$ cat config.mk
export PLATFORM = sky130hd
export DESIGN_NAME = color_round_ctrl_flat
export DESIGN_NICKNAME = d
export VERILOG_FILES = /design/src/rtl/color_round_ctrl_pkg.sv /design/src/rtl/color_round_ctrl_if.sv /design/src/rtl/color_round_ctrl_lfsr16.sv /design/src/rtl/color_round_ctrl.sv /design/src/flat_wrapper.sv
export SDC_FILE = /design/constraint.sdc
export NUM_CORES = 1
export LEC_CHECK = 0
export ABC_AREA = 1
export BUFFER_PORTS_ARGS = -buffer_cell sky130_fd_sc_hd__buf_2
export CAP_MARGIN = 20
export CORE_MARGIN = 8
export CORE_UTILIZATION = 30
export CTS_BUF_LIST = sky130_fd_sc_hd__clkbuf_4 sky130_fd_sc_hd__clkbuf_8
export DETAILED_ROUTE_END_ITERATION = 10
export PLACE_DENSITY_LB_ADDON = 0.08
export SLEW_MARGIN = 10
export SYNTH_ARGS = -nofsm -noshare
export SYNTH_HDL_FRONTEND = slang
export SYNTH_SLANG_ARGS = --single-unit
$ cat constraint.sdc
create_clock -name clk -period 1.85 [get_ports clk]
set_input_delay 0.0925 -clock clk [delete_from_list [all_inputs] [get_ports clk]]
set_output_delay 0.0925 -clock clk [all_outputs]
set_load 0.01 [all_outputs]
$ cat src/rtl/color_round_ctrl_pkg.sv
// Shared definitions for the colour-round controller: default sizing,
// LFSR polynomial, FSM state encoding and small helper functions.
package color_round_ctrl_pkg;

    localparam int          DEF_NUM_PLATS = 4;
    localparam int          DEF_COLOR_W   = 3;
    localparam int          DEF_MAX_RETRY = 15;
    localparam logic [15:0] DEF_SEED      = 16'hACE1;
    localparam logic [15:0] LFSR_TAPS     = 16'hB400;

    typedef enum logic [2:0] {
        ST_IDLE      = 3'd0,
        ST_DRAW_BALL = 3'd1,
        ST_DRAW_POS  = 3'd2,
        ST_DRAW_PLAT = 3'd3,
        ST_COMMIT    = 3'd4
    } round_state_e;

    // One step of the right-shifting Galois LFSR.
    function automatic logic [15:0] lfsr_step(input logic [15:0] cur);
        logic [15:0] nxt;
        nxt = {1'b0, cur[15:1]};
        if (cur[0]) begin
            nxt = nxt ^ LFSR_TAPS;
        end else begin
            nxt = nxt;
        end
        return nxt;
    endfunction

    // Width of a platform index; never zero so a 1-platform build still has a bus.
    function automatic int pos_width(input int n);
        return (n > 1) ? $clog2(n) : 1;
    endfunction

endpackage

$ cat src/rtl/color_round_ctrl_if.sv
// Request/result bundle between the game FSM (master) and the colour-round
// controller (slave). Renderers simply observe the result signals.
interface color_round_ctrl_if
    import color_round_ctrl_pkg::*;
#(
    parameter int NUM_PLATS = DEF_NUM_PLATS,
    parameter int COLOR_W   = DEF_COLOR_W
);
    localparam int POS_W = pos_width(NUM_PLATS);

    logic                           new_round;
    logic                           seed_load;
    logic [15:0]                    seed_in;
    logic                           busy;
    logic                           colors_valid;
    logic [NUM_PLATS*COLOR_W-1:0]   new_color_plats;
    logic [COLOR_W-1:0]             new_color_ball;
    logic [POS_W-1:0]               ball_pos;

    modport master (
        output new_round, seed_load, seed_in,
        input  busy, colors_valid, new_color_plats, new_color_ball, ball_pos
    );

    modport slave (
        input  new_round, seed_load, seed_in,
        output busy, colors_valid, new_color_plats, new_color_ball, ball_pos
    );

endinterface

$ cat src/rtl/color_round_ctrl_lfsr16.sv
// Free-running 16-bit Galois LFSR with seed load. A zero seed is replaced by
// the default seed, and a zero state (which would lock up) is re-seeded.
module lfsr16
    import color_round_ctrl_pkg::*;
#(
    parameter logic [15:0] SEED = DEF_SEED
) (
    input  logic        clk,
    input  logic        reset,
    input  logic        load,
    input  logic [15:0] load_val,
    output logic [15:0] q
);
    logic [15:0] q_r;

    assign q = q_r;

    // LFSR state: reset/seed load, zero-lock recovery, otherwise one step per cycle.
    always_ff @(posedge clk) begin
        if (reset) begin
            q_r <= SEED;
        end else if (load) begin
            q_r <= (load_val == 16'h0000) ? SEED : load_val;
        end else if (q_r == 16'h0000) begin
            q_r <= SEED;
        end else begin
            q_r <= lfsr_step(q_r);
        end
    end

endmodule

$ cat src/rtl/color_round_ctrl.sv
// Colour-round controller: on request, draws a ball colour, a target platform
// and a colour for every platform (target matches the ball, the rest differ,
// none black), then publishes the whole set in one cycle.
module color_round_ctrl
    import color_round_ctrl_pkg::*;
#(
    parameter int          NUM_PLATS = DEF_NUM_PLATS,
    parameter int          COLOR_W   = DEF_COLOR_W,
    parameter int          MAX_RETRY = DEF_MAX_RETRY,
    parameter logic [15:0] SEED      = DEF_SEED
) (
    input logic               clk,
    input logic               reset,
    color_round_ctrl_if.slave bus
);
    localparam int                 POS_W       = pos_width(NUM_PLATS);
    localparam int                 RETRY_W     = (MAX_RETRY > 0) ? $clog2(MAX_RETRY + 1) : 1;
    localparam logic [RETRY_W-1:0] RETRY_LIMIT = RETRY_W'(MAX_RETRY);
    localparam logic [POS_W-1:0]   LAST_IDX    = POS_W'(NUM_PLATS - 1);
    localparam logic [COLOR_W-1:0] BLACK_C     = {COLOR_W{1'b0}};
    localparam logic [COLOR_W-1:0] TOP_C       = {COLOR_W{1'b1}};
    localparam logic [COLOR_W-1:0] ONE_C       = COLOR_W'(1);

    round_state_e                   state_r;
    round_state_e                   state_nx_s;

    logic [15:0]                    lfsr_q_s;
    logic [COLOR_W-1:0]             color_draw_s;
    logic [POS_W-1:0]               pos_draw_s;
    logic                           color_ok_s;
    logic [COLOR_W-1:0]             fallback_s;

    logic                           lfsr_ld_s;
    logic                           start_s;
    logic                           ball_ld_s;
    logic                           pos_ld_s;
    logic                           plat_ld_s;
    logic [COLOR_W-1:0]             plat_val_s;
    logic                           retry_inc_s;
    logic                           commit_s;

    logic [COLOR_W-1:0]             ball_sh_r;
    logic [POS_W-1:0]               pos_sh_r;
    logic [NUM_PLATS*COLOR_W-1:0]   plat_sh_r;
    logic [POS_W-1:0]               idx_r;
    logic [RETRY_W-1:0]             retry_cnt_r;

    logic                           busy_r;
    logic                           valid_r;
    logic [NUM_PLATS*COLOR_W-1:0]   plats_r;
    logic [COLOR_W-1:0]             ball_r;
    logic [POS_W-1:0]               pos_r;

    lfsr16 #(
        .SEED     (SEED)
    ) u_lfsr (
        .clk      (clk),
        .reset    (reset),
        .load     (lfsr_ld_s),
        .load_val (bus.seed_in),
        .q        (lfsr_q_s)
    );

    assign color_draw_s = lfsr_q_s[COLOR_W-1:0];
    assign pos_draw_s   = lfsr_q_s[15 -: POS_W];
    assign color_ok_s   = (color_draw_s != BLACK_C) && (color_draw_s != ball_sh_r);
    // Next colour after the ball, wrapping past black to the first real colour.
    assign fallback_s   = (ball_sh_r == TOP_C) ? ONE_C : (ball_sh_r + ONE_C);

    assign bus.busy            = busy_r;
    assign bus.colors_valid    = valid_r;
    assign bus.new_color_plats = plats_r;
    assign bus.new_color_ball  = ball_r;
    assign bus.ball_pos        = pos_r;

    // FSM state register.
    always_ff @(posedge clk) begin
        if (reset) begin
            state_r <= ST_IDLE;
        end else begin
            state_r <= state_nx_s;
        end
    end

    // FSM next-state and per-state datapath strobes.
    always_comb begin
        state_nx_s  = state_r;
        lfsr_ld_s   = 1'b0;
        start_s     = 1'b0;
        ball_ld_s   = 1'b0;
        pos_ld_s    = 1'b0;
        plat_ld_s   = 1'b0;
        plat_val_s  = BLACK_C;
        retry_inc_s = 1'b0;
        commit_s    = 1'b0;
        case (state_r)
            ST_IDLE: begin
                // A seed load wins over a simultaneous request, which is dropped.
                if (bus.seed_load) begin
                    lfsr_ld_s = 1'b1;
                end else if (bus.new_round) begin
                    start_s    = 1'b1;
                    state_nx_s = ST_DRAW_BALL;
                end else begin
                    state_nx_s = ST_IDLE;
                end
            end
            ST_DRAW_BALL: begin
                if (color_draw_s != BLACK_C) begin
                    ball_ld_s  = 1'b1;
                    state_nx_s = ST_DRAW_POS;
                end else begin
                    state_nx_s = ST_DRAW_BALL;
                end
            end
            ST_DRAW_POS: begin
                pos_ld_s   = 1'b1;
                state_nx_s = ST_DRAW_PLAT;
            end
            ST_DRAW_PLAT: begin
                // Target slot copies the ball; an exhausted retry budget forces the fallback.
                if (idx_r == pos_sh_r) begin
                    plat_ld_s  = 1'b1;
                    plat_val_s = ball_sh_r;
                end else if (retry_cnt_r == RETRY_LIMIT) begin
                    plat_ld_s  = 1'b1;
                    plat_val_s = fallback_s;
                end else if (color_ok_s) begin
                    plat_ld_s  = 1'b1;
                    plat_val_s = color_draw_s;
                end else begin
                    retry_inc_s = 1'b1;
                end
                if (plat_ld_s && (idx_r == LAST_IDX)) begin
                    state_nx_s = ST_COMMIT;
                end else begin
                    state_nx_s = ST_DRAW_PLAT;
                end
            end
            ST_COMMIT: begin
                commit_s   = 1'b1;
                state_nx_s = ST_IDLE;
            end
            default: begin
                state_nx_s = ST_IDLE;
            end
        endcase
    end

    // Shadow registers, platform index and retry counter for the round in progress.
    always_ff @(posedge clk) begin
        if (reset) begin
            ball_sh_r   <= BLACK_C;
            pos_sh_r    <= {POS_W{1'b0}};
            plat_sh_r   <= {(NUM_PLATS*COLOR_W){1'b0}};
            idx_r       <= {POS_W{1'b0}};
            retry_cnt_r <= {RETRY_W{1'b0}};
        end else begin
            if (ball_ld_s) begin
                ball_sh_r <= color_draw_s;
            end
            if (pos_ld_s) begin
                pos_sh_r <= pos_draw_s;
                idx_r    <= {POS_W{1'b0}};
            end else if (plat_ld_s && (idx_r != LAST_IDX)) begin
                idx_r <= idx_r + POS_W'(1);
            end
            if (plat_ld_s) begin
                plat_sh_r[idx_r*COLOR_W +: COLOR_W] <= plat_val_s;
                retry_cnt_r                         <= {RETRY_W{1'b0}};
            end else if (retry_inc_s) begin
                retry_cnt_r <= retry_cnt_r + RETRY_W'(1);
            end
        end
    end

    // Published outputs: change only at commit, so they stay stable while busy.
    always_ff @(posedge clk) begin
        if (reset) begin
            busy_r  <= 1'b0;
            valid_r <= 1'b0;
            plats_r <= {(NUM_PLATS*COLOR_W){1'b0}};
            ball_r  <= BLACK_C;
            pos_r   <= {POS_W{1'b0}};
        end else begin
            valid_r <= commit_s;
            if (start_s) begin
                busy_r <= 1'b1;
            end else if (commit_s) begin
                busy_r <= 1'b0;
            end
            if (commit_s) begin
                plats_r <= plat_sh_r;
                ball_r  <= ball_sh_r;
                pos_r   <= pos_sh_r;
            end
        end
    end

endmodule

$ cat src/flat_wrapper.sv
// flat-port wrapper written by rule: the top's interface ports become plain ports
module color_round_ctrl_flat import color_round_ctrl_pkg::*;
#(
    parameter int          NUM_PLATS = DEF_NUM_PLATS,
    parameter int          COLOR_W   = DEF_COLOR_W,
    parameter int          MAX_RETRY = DEF_MAX_RETRY,
    parameter logic [15:0] SEED      = DEF_SEED
)
  (clk, reset, bus_new_round, bus_seed_load, bus_seed_in, bus_busy, bus_colors_valid, bus_new_color_plats, bus_new_color_ball, bus_ball_pos);
  color_round_ctrl_if #(.NUM_PLATS(NUM_PLATS), .COLOR_W(COLOR_W)) bus_i ();
  input logic clk;
  input logic reset;
  input wire logic [$bits(bus_i.new_round)-1:0] bus_new_round;
  input wire logic [$bits(bus_i.seed_load)-1:0] bus_seed_load;
  input wire logic [$bits(bus_i.seed_in)-1:0] bus_seed_in;
  output wire logic [$bits(bus_i.busy)-1:0] bus_busy;
  output wire logic [$bits(bus_i.colors_valid)-1:0] bus_colors_valid;
  output wire logic [$bits(bus_i.new_color_plats)-1:0] bus_new_color_plats;
  output wire logic [$bits(bus_i.new_color_ball)-1:0] bus_new_color_ball;
  output wire logic [$bits(bus_i.ball_pos)-1:0] bus_ball_pos;
  assign bus_i.new_round = bus_new_round;
  assign bus_i.seed_load = bus_seed_load;
  assign bus_i.seed_in = bus_seed_in;
  assign bus_busy = bus_i.busy;
  assign bus_colors_valid = bus_i.colors_valid;
  assign bus_new_color_plats = bus_i.new_color_plats;
  assign bus_new_color_ball = bus_i.new_color_ball;
  assign bus_ball_pos = bus_i.ball_pos;
  color_round_ctrl #(.NUM_PLATS(NUM_PLATS), .COLOR_W(COLOR_W), .MAX_RETRY(MAX_RETRY), .SEED(SEED)) u_core (.clk(clk), .reset(reset), .bus(bus_i));
endmodule
==> key figures <==
Pwr
  • Leak pwr: ~1.6 nW
  • Power Density: roughly 800 mW/mm²
  • Final total power: between 0.002 and 0.003 W
  • Peak VDD IR: approximately 350 µV

Critical path
  • CP required: 2130 ps
  • Crit-path slowest cell: dfxtp_1
  • Crit start category: flip-flop
  • Crit-path cells: inv_1 > ha_1 > inv_1 > nor2_1 > nand4_1 > nor2_1 > nor2_1 > nor2_1
  • Critical Path AT: a little under 2000 ps
  • R2R setup slack: between 150 and 200 ps
  • Delay-heaviest family, CP: simple AND/OR/NAND/NOR gates
  • R2r endpoint: u_core.plat_sh_r[6]
  • Worst setup path category: flip-flop to flip-flop
  • Most used cell, CP: nor2_1
  • Setup crit start: u_core.idx_r[1]
  • Worst r2r src: u_core.idx_r[1]
  • Worst path buffer plus inverter count: 2
  • CP endpoint kind: flip-flop
  • Cells on worst reg2reg path: 8
  • Max incr delay on CP: 440 ps
  • Crit Path Max Fanout: 5

Floorplan
  • Num ports: 39
  • Die Area: around 0.013 mm²
  • Initial Util: 0.303
  • CORE AREA: between 0.009 and 0.01 mm²
  • Width of the die: 114 µm
  • Die Height: 114 µm
  • Row cnt: 36

Global routing
  • Vias in the first global route: about 2600
  • Gr ovfl total: 0
  • Initial antenna violation count: 0
  • Largest net degree at the start of global routing: 23
  • Tot GR Track Use: 0.119
  • First-pass GRT wire length: 12.3 mm

Timing
  • Setup-failing EPs final: 0
  • Min Tclk post-route: between 1500 and 2000 ps
  • F_max: 0.600 GHz
  • Fin crit share: 0.901
  • Worst Skew: between 10 and 15 ps
  • Worst Max-Slew Pin Slew: around 440 ps
  • Setup TNS: 0 ps
  • WHS: a little over 4 ps
  • Post-route setup slack: ~180 ps
  • Slew headroom: 0.706
  • Final Hold Vio Count: 0
  • Final Max Slew Viols: 0
  • RSZ-0062 raised after global routing: no

Routing
  • Routed WL: 7.32 mm
  • DR pass1 iterations: 4
  • Initial DRC count: slightly above 100
  • ANT nets after route: 0
  • Vias: 2578
  • Vias/cell: 4.41
  • Routed WL per cell: between 10 and 15 µm
  • Drt drc: 0

CTS
  • Num CTS Buffers: 9
  • Bufs on Longest Clock Path: 2
  • CTS sink cnt: 61
  • CTS tree: built
  • H-tree depth: 3
  • Clk root buf: clkbuf_8
  • Post-CTS setup buffer count: 0
  • Clk slew on worst S/H paths: ~70 ps
  • Clock Latency Late Sink: around 340 ps

Yosys
  • Compound-cell area share of the yosys netlist: 0.144
  • Yosys top cell area share: 0.423
  • Post-synth top flop: dfxtp_1
  • Post-Synth Adder-Cell Area: 0.0390
  • Largest family of logic cells by synthesized area: simple AND/OR/NAND/NOR gates
  • Post-Synth Simple-Gate Area: 0.302
  • Yosys top cell by area: dfxtp_1
  • Mapped Area: roughly 0.0029 mm²
  • FFs w/ async S/R, synth: 0
  • Seq/Total Area, Yosys: 0.423
  • Syn_area_per_cell: between 7 and 8 µm²
  • Mapped Cells: between 300 and 400
  • YS warnings: 0
  • Yosys cell types: 35
  • Syn Nets: approximately 420
  • Xor/xnor share of the synthesized area: 0.0121
  • Synth area leaders: dfxtp_1 (42%), nand2_1 (9.0%), nor2_1 (8.7%)
  • Mux cell area share after synthesis: 0
  • Seq cells post-synth: 61
  • Number of flops mapped to enable cells by yosys: 0

Cells and area
  • Commonest non-fill, non-tap cell in the layout: nand2_1
  • Register Area: 0.00122 mm²
  • Share of cells above drive strength 1: 0.215
  • Final Instance Count excl. Fillers: just under 600
  • Area Overhead vs Synth: 21.7%
  • Layout filler cell count: around 1100
  • Nets: roughly 480
  • Most frequent cells in the layout: nand2_1 (69), nor2_1 (67), dfxtp_1 (60)
  • Multi-input gate area: 0.00144 mm²
  • Diodes inserted: 0

Flow run
  • Max-cap violations: 0

Placed design
  • Final GP Congestion: around 0.79
  • Placed insts: 566
  • Pre-CTS setup slack: between 70 and 80 ps
  • Detail Placement HPWL: ~5.6 mm
  • I/O Buffers: 38

Min path
  • Hold EP: u_core.u_lfsr.q[9]
  • Hold_sp: bus_seed_in[9]
  • Hold Path Class: input port to flip-flop
  • WHS Path Cells: 3

Outcome
  • Outcome: complete, no violations
==> final cells by class <==
class                           count  area share
Inverter                           46      0.0498
Timing Repair Buffer               54      0.0904
Clock inverter                      3     0.00498
Multi-Input combinational cell    275       0.409
Tap cell                          133      0.0473
Sequential cell                    61       0.348
Clock buffer                       13      0.0509
==> how the worst max path moves through the flow <==
stage,slack (ps),depth (start not counted),end
after CTS,60,8,u_core.plat_sh_r[6]
final,180,8,u_core.plat_sh_r[6]
after global placement,70,8,u_core.plat_sh_r[6]
after global routing,10,12,u_core.plat_sh_r[6]
after detailed placement,70,8,u_core.plat_sh_r[6]
after floorplan,360,7,u_core.plat_sh_r[0]
==> sequential cells by signal, indices dropped and copies added (netlist names) <==
signal                      count
u_core.retry_cnt_r              4
u_core.u_lfsr.q                16
u_core.bus.new_color_plats     12
u_core.bus.ball_pos             2
u_core.bus.colors_valid         1
u_core.bus.new_color_ball       3
u_core.state_r                  3
u_core.idx_r                    2
u_core.ball_sh_r                3
u_core.plat_sh_r               12
u_core.bus.busy                 1
u_core.pos_sh_r                 2
==> report_power, final <==
group | internal (W) | leakage, nW | total [W] | switching (W)
registers | 0.00137 | 0.498 | 0.00140 | 0.0000376
clock network | 0.000628 | 0.101 | 0.00115 | 0.000524
logic | 0.000120 | 0.962 | 0.000321 | 0.000200
==> cell families after synthesis <==
| logic type | count (synthesis) |
|---|---|
| xor gates and xnor gates | 4 |
| AOI/OAI and AO/OA | 78 |
| and+or+nand+nor | 184 |
| adders and majority gates | 9 |
| buffers and inverters | 57 |
| DFF | 61 |
==> worst reg2reg max path: cells and delay by family, from the launching register on <==
kind          cells  cell delay (ps)
simple gates      5              520
flops             1              440
fa+ha+maj         1              400
buf+inv           2              250
==> per-stage QoR <==
stage / area (µm²) / util
after floorplan: 2890 / -
after global placement: 3290 / 0.344
after detailed placement: 3290 / 0.344
after CTS: 3510 / 0.368
after global routing: 3520 / 0.368
final: 3520 / 0.368
==> Yosys cell counts, types with 4 or more instances <==
cell      number
nand2_1       69
nor2_1        67
a21oi_1       24
ha_1           9
nor4_1         5
nand2_4        4
nor2_2         4
nor3_1         5
clkbuf_1       6
inv_1         40
o21ai_0       45
nand4_1        5
nand3_1       11
dfxtp_1       61
a21oi_2        4
==> routing by layer <==
layer / part of all wire / up-vias / GRT usage
met5: 0 / - / 0
met4: 0.015 / 0 / 0.0479
met3: 0.037 / 9 / 0.0269
met2: 0.49 / 37 / 0.208
met1: 0.46 / 1154 / 0.136
li1: - / 1378 / -
==> repair_timing <==
action	CTS	global route
endpoints found under the setup margin	0	5
hold buffers	3	0
hold endpoints to repair	3	0
resized for setup	0	1
(Power assumes the default switching activity.)
